[src/rtl/pmem_line_responder.sv]
// pmem_line_responder
//
// Responder end of the 128-bit cache-line memory interface driven by the L2
// cache. Each line request is broken into NWORDS word transfers on a narrow
// word-wide memory port. Read words are gathered into a line buffer. A written
// line is scattered into words, word 0 being the least significant bits.
//
// Ports
//   clk, reset        clock and synchronous active-high reset
//   pmem_address      line request address (byte offset bits ignored)
//   pmem_read/write   level line requests, held until pmem_resp
//   pmem_wdata        line write data
//   pmem_rdata        assembled read line, updated when a read completes
//   pmem_resp         one-cycle completion pulse
//   wmem_address      word byte address
//   wmem_read/write   word strobes, held until wmem_resp
//   wmem_wdata        word write data
//   wmem_rdata        word read data, valid with wmem_resp
//   wmem_resp         word completion pulse
//   busy              high whenever a line transfer is in progress
module pmem_line_responder #(
    parameter int LINE_WIDTH = 128,
    parameter int WORD_WIDTH = 16
) (
    input  logic                  clk,
    input  logic                  reset,
    input  logic [15:0]           pmem_address,
    input  logic                  pmem_read,
    input  logic                  pmem_write,
    input  logic [LINE_WIDTH-1:0] pmem_wdata,
    output logic [LINE_WIDTH-1:0] pmem_rdata,
    output logic                  pmem_resp,
    output logic [15:0]           wmem_address,
    output logic                  wmem_read,
    output logic                  wmem_write,
    output logic [WORD_WIDTH-1:0] wmem_wdata,
    input  logic [WORD_WIDTH-1:0] wmem_rdata,
    input  logic                  wmem_resp,
    output logic                  busy
);

    localparam int NWORDS     = LINE_WIDTH / WORD_WIDTH;
    localparam int CNT_W      = $clog2(NWORDS);
    localparam int LINE_OFF_W = $clog2(LINE_WIDTH / 8);
    localparam int WORD_OFF_W = $clog2(WORD_WIDTH / 8);
    localparam int BASE_W     = 16 - LINE_OFF_W;

    typedef enum logic [2:0] {
        IDLE,
        RD_WORD,
        WR_WORD,
        GAP,
        RESP
    } state_t;

    state_t                  state;
    logic                    is_write;
    logic [BASE_W-1:0]       line_base;
    logic [CNT_W-1:0]        count;
    logic [LINE_WIDTH-1:0]   wr_line;
    logic [LINE_WIDTH-1:0]   rd_buf;
    logic [LINE_WIDTH-1:0]   rd_filled;
    logic                    last_word;
    logic                    unused_addr_bits;

    // The byte offset within a line never reaches memory.
    assign unused_addr_bits = ^pmem_address[LINE_OFF_W-1:0];

    assign last_word = (count == CNT_W'(NWORDS - 1));

    // The counter sits directly above the word byte offset, so it can never
    // carry into the line-base bits.
    function automatic logic [15:0] word_addr(input logic [BASE_W-1:0] base,
                                              input logic [CNT_W-1:0]  cnt);
        return 16'({base, cnt}) << WORD_OFF_W;
    endfunction

    // Read buffer with the word arriving this cycle merged in, so the final
    // word can be presented on pmem_rdata at the same edge that enters RESP.
    always_comb begin
        rd_filled = rd_buf;
        rd_filled[int'(count)*WORD_WIDTH +: WORD_WIDTH] = wmem_rdata;
    end

    // Single FSM. Every output is a register set on the transition into the
    // state that owns it, so strobes and pmem_resp never glitch.
    always_ff @(posedge clk) begin
        if (reset) begin
            state        <= IDLE;
            is_write     <= 1'b0;
            line_base    <= '0;
            count        <= '0;
            wr_line      <= '0;
            rd_buf       <= '0;
            pmem_rdata   <= '0;
            pmem_resp    <= 1'b0;
            wmem_address <= '0;
            wmem_read    <= 1'b0;
            wmem_write   <= 1'b0;
            wmem_wdata   <= '0;
            busy         <= 1'b0;
        end else begin
            case (state)
                IDLE: begin
                    pmem_resp <= 1'b0;
                    // A write takes priority when both requests are present.
                    if (pmem_write || pmem_read) begin
                        line_base    <= pmem_address[15 -: BASE_W];
                        count        <= '0;
                        is_write     <= pmem_write;
                        wmem_address <= word_addr(pmem_address[15 -: BASE_W], '0);
                        busy         <= 1'b1;
                        if (pmem_write) begin
                            wr_line    <= pmem_wdata;
                            wmem_wdata <= pmem_wdata[WORD_WIDTH-1:0];
                            wmem_write <= 1'b1;
                            state      <= WR_WORD;
                        end else begin
                            wmem_read <= 1'b1;
                            state     <= RD_WORD;
                        end
                    end
                end

                RD_WORD, WR_WORD: begin
                    if (wmem_resp) begin
                        wmem_read  <= 1'b0;
                        wmem_write <= 1'b0;
                        count      <= count + CNT_W'(1);
                        if (state == RD_WORD) begin
                            rd_buf <= rd_filled;
                        end
                        if (last_word) begin
                            pmem_resp <= 1'b1;
                            if (state == RD_WORD) begin
                                pmem_rdata <= rd_filled;
                            end
                            state <= RESP;
                        end else begin
                            state <= GAP;
                        end
                    end
                end

                // One idle cycle between words; the counter has already
                // advanced, so the next word's address and data load here.
                GAP: begin
                    wmem_address <= word_addr(line_base, count);
                    wmem_wdata   <= wr_line[int'(count)*WORD_WIDTH +: WORD_WIDTH];
                    if (is_write) begin
                        wmem_write <= 1'b1;
                        state      <= WR_WORD;
                    end else begin
                        wmem_read <= 1'b1;
                        state     <= RD_WORD;
                    end
                end

                RESP: begin
                    pmem_resp <= 1'b0;
                    busy      <= 1'b0;
                    state     <= IDLE;
                end

                default: begin
                    state <= IDLE;
                end
            endcase
        end
    end

endmodule

[config.mk]
export PLATFORM = sky130hd
export DESIGN_NAME = pmem_line_responder
export DESIGN_NICKNAME = d
export VERILOG_FILES = /design/src/rtl/pmem_line_responder.sv
export SDC_FILE = /design/constraint.sdc
export NUM_CORES = 1
export LEC_CHECK = 0
export ABC_CLOCK_PERIOD_IN_PS = 4600
export CAP_MARGIN = 20
export CELL_PAD_IN_SITES_DETAIL_PLACEMENT = 0
export CELL_PAD_IN_SITES_GLOBAL_PLACEMENT = 1
export CORE_ASPECT_RATIO = 1.75
export CORE_MARGIN = 3
export CORE_UTILIZATION = 42
export DETAILED_ROUTE_END_ITERATION = 8
export PLACE_DENSITY_LB_ADDON = 0.1
export SLEW_MARGIN = 20
export SYNTH_ARGS = -nofsm -noshare
export SYNTH_HDL_FRONTEND = slang
export SYNTH_SLANG_ARGS = --single-unit
export TNS_END_PERCENT = 100
[constraint.sdc]
create_clock -name clk -period 4.6 [get_ports clk]
set_input_delay 0.92 -clock clk [delete_from_list [all_inputs] [get_ports clk]]
set_output_delay 0.92 -clock clk [all_outputs]
set_load 0.01 [all_outputs]
After elaboration in Yosys (flattened, before gate mapping)
Index checks and enable logic that the tools add are counted.
{ "word_totals": {"ff_bits": 439, "input_bits": 165} }
{ "classes": {"add_sub_neg": 2, "eq_ne": 12, "shift": 3, "n_mux": 29, "reduce_logical": 21} }
{ "op_table": {"columns": ["operator", "n"], "rows": [
  ["128-bit bitwise mux", 1],
  ["16-bit by 33-bit variable shift with 128-bit output, first input constant", 1],
  ["128-bit by 8-bit variable part select with 16-bit output", 1],
  ["16-bit by 33-bit variable part select with 128-bit output", 1],
  ["16-bit case mux with 2 select lines", 2],
  ["16-bit two-way mux", 3],
  ["7-bit negator with 33-bit output", 1],
  ["3-bit two-way mux", 5],
  ["3-bit AND reduction", 5],
  ["2-bit != test, second input constant", 7],
  ["1-bit two-way mux", 10],
  ["5-bit AND reduction", 2],
  ["3-bit case mux with 3 select lines", 1],
  ["2-bit AND reduction", 4],
  ["2-bit nonzero test", 4],
  ["3-bit by 2-bit == test with 1-bit output, second input constant", 2],
  ["3-bit == test, second input constant", 2],
  ["1-bit case mux with 3 select lines", 2],
  ["3-bit case mux with 2 select lines", 1],
  ["2-bit two-way mux", 2],
  ["1-bit case mux with 2 select lines", 2],
  ["4-bit AND reduction", 1],
  ["2-bit OR reduction", 2],
  ["3-bit by 1-bit adder with 3-bit output, second input constant", 1],
  ["4 further kinds", 4]
]} }

Longest topological paths before layout
Gate-level depths: netlist of run 1.
{ "logic_depth": {"depth_word": 4, "depth_mapped": 14, "depth_no_buf": 7} }

Worst setup path before layout of run 1
Ideal clock, no wire load.
{ "synth_timing": {"path_kind": "flip-flop to flip-flop", "from": "reg count[0]", "to": "reg rd_buf[117]", "arrival_ns": 2.986, "setup_slack_ns": 1.481, "stages_incl_launch_ff": 15, "path_buffers": 7, "period_less_slack_ns": 3.119, "path_cell_list": "dfxtp_1 > buf_2 > buf_2 > buf_4 > inv_1 > ha_1 > ha_1 > buf_2 > or4b_1 > buf_2 > or2_2 > clkbuf_2 > buf_6 > nand2_1 > a21oi_1"} }
{ "synth_between": {"elab_chain_cells": 3} }
{ "synth_lines": {"columns": ["item", "line", "rtl"], "rows": [
  ["from (decl)", "59", "logic [CNT_W-1:0] count;"],
  ["from (signal assigned)", "129", "count <= count + CNT_W'(1);"],
  ["7-bit negator with 33-bit output (*)", "82", "rd_filled[int'(count)*WORD_WIDTH +: WORD_WIDTH] = wmem_rdata;"],
  ["16-bit by 33-bit variable part select with 128-bit output or 16-bit by 33-bit variable shift with 128-bit output (tied branches)", "82", null],
  ["128-bit bitwise mux (*)", "82", null],
  ["to (signal assigned)", "131", "rd_buf <= rd_filled;"],
  ["to (decl)", "61", "logic [LINE_WIDTH-1:0] rd_buf;"]
]} }
Every way passes the cells marked *; elsewhere a longest branch is shown, timed or not.
A chain may end at the register's enable or synchronous reset.

Final worst setup path of run 1
{ "layout_timing": {"from": "reg count[1]", "to": "reg rd_buf[2]"} }
Same word-level chain as after synthesis.

==> results of run 1 <==
flip-flops by register name, indices dropped and copies added (netlist names):
signal	cells
count	3
wmem_write	1
pmem_rdata	128
rd_buf	128
wmem_address	15
is_write	1
wr_line	128
line_base	12
busy	1
wmem_read	1
state	3
wmem_wdata	16
pmem_resp	1
layer usage:
layer  wire length (µm)  vias up
met3               3151      101
met1              21500     7483
li1                   -     7864
met2              29380      463
met5                 13        -
met4               2404        2
power by group through the flow:
stage,clock network (mW),logic [mW],registers (mW)
5_1_grt,3.72,2.69,4.44
4_1_cts,3.59,2.46,4.40
2_1_floorplan,0,1.69,4.41
3_5_place_dp,0,2.46,4.48
3_3_place_gp,0,2.42,4.46
6_report,3.49,2.44,4.40
cell usage in the layout, fill, tap and decap left out, types with 3 or more instances in the layout:
| cell | instances |
|---|---|
| clkinv_2 | 6 |
| or2_2 | 5 |
| mux2i_1 | 81 |
| nand3b_1 | 19 |
| nand2b_1 | 3 |
| mux4_2 | 31 |
| a21oi_1 | 297 |
| clkbuf_16 | 43 |
| a311oi_1 | 48 |
| nand3_1 | 23 |
| buf_4 | 15 |
| clkbuf_1 | 9 |
| buf_12 | 5 |
| a211oi_1 | 81 |
| and2_1 | 35 |
| o21ai_0 | 3 |
| nor2_1 | 297 |
| a22o_1 | 15 |
| ha_1 | 5 |
| nor3_1 | 4 |
| clkbuf_8 | 12 |
| dfxtp_1 | 436 |
| o211ai_1 | 3 |
| nand2_1 | 523 |
| clkdlybuf4s50_1 | 322 |
| inv_1 | 5 |
| a31oi_1 | 13 |
| nor2b_1 | 21 |
| o32ai_1 | 15 |
| nor2_2 | 3 |
layout make-up:
class	count	share of cell area [%]
Tap cell	561	3.059
Antenna cell	2	0.02181
Inverter	5	0.08178
Clock buffer	64	5.556
Timing Repair Buffer	344	15.09
Clock inverter	10	0.4634
Multi-Input combinational cell	1558	37.50
Sequential cell	438	38.23
worst reg2reg max path, delay by kind of cell (launching register included):
family	cells	cell delay, ns
fa+ha+maj	2	0.60
buf+inv	1	0.32
flops	1	0.31
mux	1	0.32
simple gates	3	1.62
worst paths after layout:
kind,cells past startpoint,slack [ns],end,startpoint
worst max-delay path,7,1.28,rd_buf[2],count[1]
worst min-delay path,2,0.45,wr_line[71],wr_line[71]
worst min register to register,2,0.45,wr_line[71],wr_line[71]
worst max register to register,7,1.28,rd_buf[2],count[1]
cell families (layout without fill, tap and decap cells):
logic type      after synthesis  count (layout)  synth area share, %
fa+ha+maj                     5               5               0.3445
simple gates                953             953                22.11
buf+inv                     191             423                4.417
mux                         112             112                8.310
xor+xnor                      1               1              0.04824
other cells                   1               3              0.02065
flops                       438             438                48.29
compound gates              486             486                16.46
metrics by stage:
| stage | utilization, % | worst slack [ns] | cell area, µm² | hold WS, ns | power (mW) |
|---|---|---|---|---|---|
| detailed placement | 50.48 | 1.211 | 21540 | 0.4451 | 6.935 |
| global placement | 50.47 | 1.240 | 21530 | 0.4393 | 6.885 |
| global route | 53.78 | 1.006 | 22940 | 0.4708 | 10.85 |
| CTS | 53.72 | 1.185 | 22920 | 0.4536 | 10.45 |
| floorplan | - | 1.481 | 18160 | 0.4331 | 6.093 |
| finish | 53.79 | 1.284 | 22950 | 0.4511 | 10.33 |
==> summary.md, run 1 <==
| Metric | Value |
|---|---|
| Synth Flop Type | dfxtp_1 |
| Most used cell, CP | ha_1 |
| Grt met1 use | 27.30% |
| Postcts setup bufs | 0 |
| Worst Tran Pin Value | 1.058 ns |
| All-layer global routing usage | 23.88% |
| Filler cells | 4057 |
| Dpl hpwl | 38180 µm |
| NetSw | 3.209 mW |
| Yosys cell types | 54 |
| First-pass GRT wire length | 85960 µm |
| Post-route insts no fill | 2982 |
| Vias in the first global route | 15.10k |
| Syn Inst Count | 2187 |
| Layout area overhead | 26.38% |
| GRT Max-Usage Layer | met2 |
| Logic pwr share | 23.6% |
| Pleak | 7.876 nW |
| Grt met3 use | 4.070% |
| Ys async rst share | 0% |
| RSZ-0062 raised after global routing | false |
| Layout cells sized above 1 | 5.912% |
| Die area | 45860 µm² |
| Root Driver | clkbuf_16 |
| Die height | 281.1 µm |
| Top Ports | 329 |
| Worst path cell trace | inv_1, ha_1, ha_1, nor4b_4, nand3_2, mux2i_1, nor2_1 |
| Hold Crit Class | register to register |
| Delay-heaviest family, CP | simple AND/OR/NAND/NOR gates |
| DRC violations left | 0 |
| Endpoints failing hold | 0 |
| Clk sinks | 438 |
| Flop pwr share | 42.6% |
| CTS resizes | 0 |
| Mean area per synthesized cell | 8.303 µm² |
| Worst Path Buf+Inv | 1 |
| Setup Viol. Count Final | 0 |
| Wirelength, routed | 56450 µm |
| Post-synth top area share | 48.29% |
| Synthesized area | 18160 µm² |
| Maximum clock path buffer count | 3 |
| Crit-path max FO | 18 |
| I/O Buffers | 323 |
| Routed Antenna Nets | 0 |
| Total CTS buffers | 41 |
| Fraction of power spent switching nets | 31.08% |
| Share of total power in the clock network | 33.8% |
| CP arrival | 3.70 ns |
| DR vias | 15.91k |
| Worst EP required | 4.99 ns |
| Top post-synthesis cells by count | nand2_1 (523), dfxtp_1 (438), nor2_1 (300) |
| Core ar. | 42670 µm² |
| Clk_lat worst skew | 0.56 ns |
| Critical path type | register to register |
| Vias/cell | 5.336 |
| Initial antenna violation count | 3 |
| Min cycle time layout | 3.316 ns |
| Synth Register Bits | 438 |
| CTS Hold Bufs | 0 |
| Pin count of the biggest net entering global routing | 232 |
| Pint | 7.117 mW |
| Sequential cell area | 8773 µm² |
| Initial Util | 42.56% |
| Initial DRC count | 1019 |
| P per Cell Area | 449.9 nW/µm² |
| Grt total ovfl | 0 |
| Register area share after synthesis | 48.29% |
| Status | complete, no violations |
| H-tree levels | 2 |
| DRT Pass-1 Iters | 5 |
| Slew Viols, Final | 0 |
| Worst slew margin | 29.46% |
| GPL Wtd Cong | 0.8330 |
| Grt met2 use | 43.72% |
| Slowest cell delay on critical path | 0.90 ns |
| Setup Skew | 0.01829 ns |
| Synth top area cells | dfxtp_1 (48%), nand2_1 (11%), a21oi_1 (8.2%) |
| Maximum vdd drop | 294.0 µV |
| Yosys warnings | 0 |
| Max-cap violations | 0 |
| Final worst-path cycle share | 72.08% |
| WL per Instance | 18.93 µm |
| Post-Place Cells | 2904 |
| Clk slew on worst S/H paths | 0.06 ns |
| # nets final | 2558 |
| CTS tree | built |
| Fmax achieved | 301.6 MHz |
| Top-count cell post-synth | nand2_1 |
| Syn Nets | 2357 |
| Critical Path Slowest Stage Cell | nor4b_4 |
| TNS Setup | 0 ns |
| Yosys top cell by area | dfxtp_1 |
| Crit end category | register |
| Die Width | 163.2 µm |
| FP Rows | 100 |
| CP Launch Type | register |
| EDFF count, synth | 0 |
| Multi-input gate area | 8607 µm² |
Note: power is estimated with default switching activity, not from simulation.
==> inputs of run 2 (changes only) <==
ABC_CLOCK_PERIOD_IN_PS = 3480   (was 4600)
CORE_UTILIZATION = 39   (was 42)
clock period = 3.48 ns   (was 4.6 ns; I/O delays follow)
==> run 2 against run 1 <==
Net effect:
- die area increased by 7.5%
- cell count grew 2.1%
- sequential power is 32% higher
- sequential share of layout area fell by 0.86 points
- power is 39% higher
- setup slack got worse by 0.74 ns
- critical path depth rose by 2
- wire length up 6.0%
- via count grew 0.98%
==> summary.md, run 2 (synthesized netlist as in run 1, its figures left out) <==
| Metric | Value |
|---|---|
| Initial DRC count | 1062 (was 1019) |
| Flop pwr share | 40.5% (was 42.6%) |
| Initial antenna violation count | 5 (was 3) |
| Layout area overhead | 29.28% (was 26.38%) |
| FP Rows | 104 (was 100) |
| NetSw | 4.374 mW (was 3.209 mW) |
| Clk sinks | 438 (unchanged) |
| Clk slew on worst S/H paths | 0.07 ns (was 0.06 ns) |
| GPL Wtd Cong | 0.8257 (was 0.8330) |
| Critical path type | register to register (unchanged) |
| Grt total ovfl | 0 (unchanged) |
| Vias in the first global route | 15.41k (was 15.10k) |
| Dpl hpwl | 41520 µm (was 38180 µm) |
| Die area | 49290 µm² (was 45860 µm²) |
| Place WS | 0.5628 ns (was 1.211 ns) |
| Setup Skew | 0.01495 ns (was 0.01829 ns) |
| Postcts setup bufs | 0 (unchanged) |
| Worst EP required | 3.87 ns (was 4.99 ns) |
| Wirelength, routed | 59830 µm (was 56450 µm) |
| Final hold slack | 0.4498 ns (was 0.4511 ns) |
| Fmax achieved | 341.0 MHz (was 301.6 MHz) |
| Max-cap violations | 0 (unchanged) |
| Critical Path Slowest Stage Cell | dfxtp_4 (was nor4b_4) |
| Logic pwr share | 23.5% (was 23.6%) |
| Top flop regs | pmem_rdata: 128 flops, rd_buf: 128 flops, wr_line: 128 flops (unchanged) |
| CTS Hold Bufs | 0 (unchanged) |
| Vias/cell | 5.275 (was 5.336) |
| Top Ports | 329 (unchanged) |
| Clk_lat worst skew | 0.56 ns (about the same) |
| Endpoints failing hold | 0 (unchanged) |
| Fraction of power spent switching nets | 30.51% (was 31.08%) |
| DRT Pass-1 Iters | 5 (unchanged) |
| CP Launch Type | register (unchanged) |
| Slew Viols, Final | 0 (unchanged) |
| Worst slew margin | 25.30% (was 29.46%) |
| Pin count of the biggest net entering global routing | 231 (was 232) |
| Slowest cell delay on critical path | 0.57 ns (was 0.90 ns) |
| WL per Instance | 19.64 µm (was 18.93 µm) |
| Root Driver | clkbuf_16 (unchanged) |
| Crit end category | register (unchanged) |
| DRC violations left | 0 (unchanged) |
| Maximum vdd drop | 471.1 µV (was 294.0 µV) |
| Die Width | 169.1 µm (was 163.2 µm) |
| Commonest cells after routing, fill and taps aside | nand2_1 (523), dfxtp_1 (436), clkdlybuf4s50_1 (322) (unchanged) |
| Crit path setup slack, layout | 0.5472 ns (was 1.284 ns) |
| Maximum clock path buffer count | 3 (unchanged) |
| CP arrival | 3.33 ns (was 3.70 ns) |
| Worst Tran Pin Value | 1.120 ns (was 1.058 ns) |
| CTS resizes | 0 (unchanged) |
| CTS tree | built (unchanged) |
| Initial Util | 39.42% (was 42.56%) |
| H-tree levels | 2 (unchanged) |
| Pint | 9.963 mW (was 7.117 mW) |
| Status | complete, no violations (unchanged) |
| Delay-heaviest family, CP | simple AND/OR/NAND/NOR gates (unchanged) |
| Total CTS buffers | 43 (was 41) |
| RSZ-0062 raised after global routing | false (unchanged) |
| Crit-path max FO | 31 (was 18) |
| Die height | 291.5 µm (was 281.1 µm) |
| # nets final | 2598 (was 2558) |
| DR vias | 16.07k (was 15.91k) |
| All-layer global routing usage | 23.45% (was 23.88%) |
| Setup Viol. Count Final | 0 (unchanged) |
| I/O Buffers | 323 (unchanged) |
| Final worst-path cycle share | 84.28% (was 72.08%) |
| Pleak | 8.166 nW (was 7.876 nW) |
| Share of total power in the clock network | 36.0% (was 33.8%) |
| Worst path cell trace | inv_1, ha_1, ha_1, buf_4, nor4b_4, buf_4, nand3_2, mux2i_1, nor2_1 (was inv_1, ha_1, ha_1, nor4b_4, nand3_2, mux2i_1, nor2_1) |
| Finished Core Util | 50.96% (was 53.79%) |
| First-pass GRT wire length | 90580 µm (was 85960 µm) |
| TNS Setup | 0 ns (unchanged) |
| Min cycle time layout | 2.933 ns (was 3.316 ns) |
| Worst Path Buf+Inv | 3 (was 1) |
| Core ar. | 46060 µm² (was 42670 µm²) |
| P per Cell Area | 610.7 nW/µm² (was 449.9 nW/µm²) |
| Routed Antenna Nets | 0 (unchanged) |
| Layout cells sized above 1 | 7.639% (was 5.912%) |
| Hold Crit Class | register to register (unchanged) |
| Total power | 14.34 mW (was 10.33 mW) |
| Most common cell after layout, fill and taps aside | nand2_1 (unchanged) |
-- run 2: final timing paths --
check,start,endpoint,slack [ns],depth (start not counted)
setup reg to reg,count[0],rd_buf[1],0.55,9
hold / removal,wr_line[117],wr_line[117],0.45,2
hold reg to reg,wr_line[117],wr_line[117],0.45,2
setup / recovery,count[0],rd_buf[1],0.55,9
-- run 2: worst reg2reg max path, stage by stage (launching register included) --
cell     delay, ns
dfxtp_4       0.57
inv_1         0.18
ha_1          0.25
ha_1          0.29
buf_4         0.17
nor4b_4       0.23
buf_4         0.21
nand3_2       0.49
mux2i_1       0.34
nor2_1        0.06
-- run 2: power groups by stage --
stage | logic, mW | registers (mW) | clock network (mW)
after floorplan | 2.23 | 5.83 | 0
after global placement | 3.35 | 5.89 | 0
after detailed placement | 3.41 | 5.91 | 0
after CTS | 3.41 | 5.80 | 5.29
after global routing | 3.71 | 5.86 | 5.47
final | 3.37 | 5.80 | 5.16
-- run 2: stage by stage --
step	instances	cell area (µm²)
after CTS	3044	23470
after global routing	3045	23470
after floorplan	2187	18160
final	3046	23480
after detailed placement	2966	21900
after global placement	2966	21900
-- run 2: layout make-up --
type / count / area, µm²
well taps: 583 / 729.5
inverters: 5 / 18.77
repair buffers: 382 / 3781
clock inverters: 16 / 265.3
clock buffers: 62 / 1308
multi-input cells: 1558 / 8596
fillers: 4529 / 22590
diodes: 2 / 5.005
flip-flops and latches: 438 / 8773
-- run 2: routing by layer --
layer | vias to the layer above | part of all wire, % | GRT usage (%)
met1 | 7574 | 38 | 26.36
met2 | 429 | 53 | 43.82
met5 | - | 0.038 | 0
met3 | 103 | 5.1 | 4.008
li1 | 7959 | - | -
met4 | 4 | 3.7 | 8.606
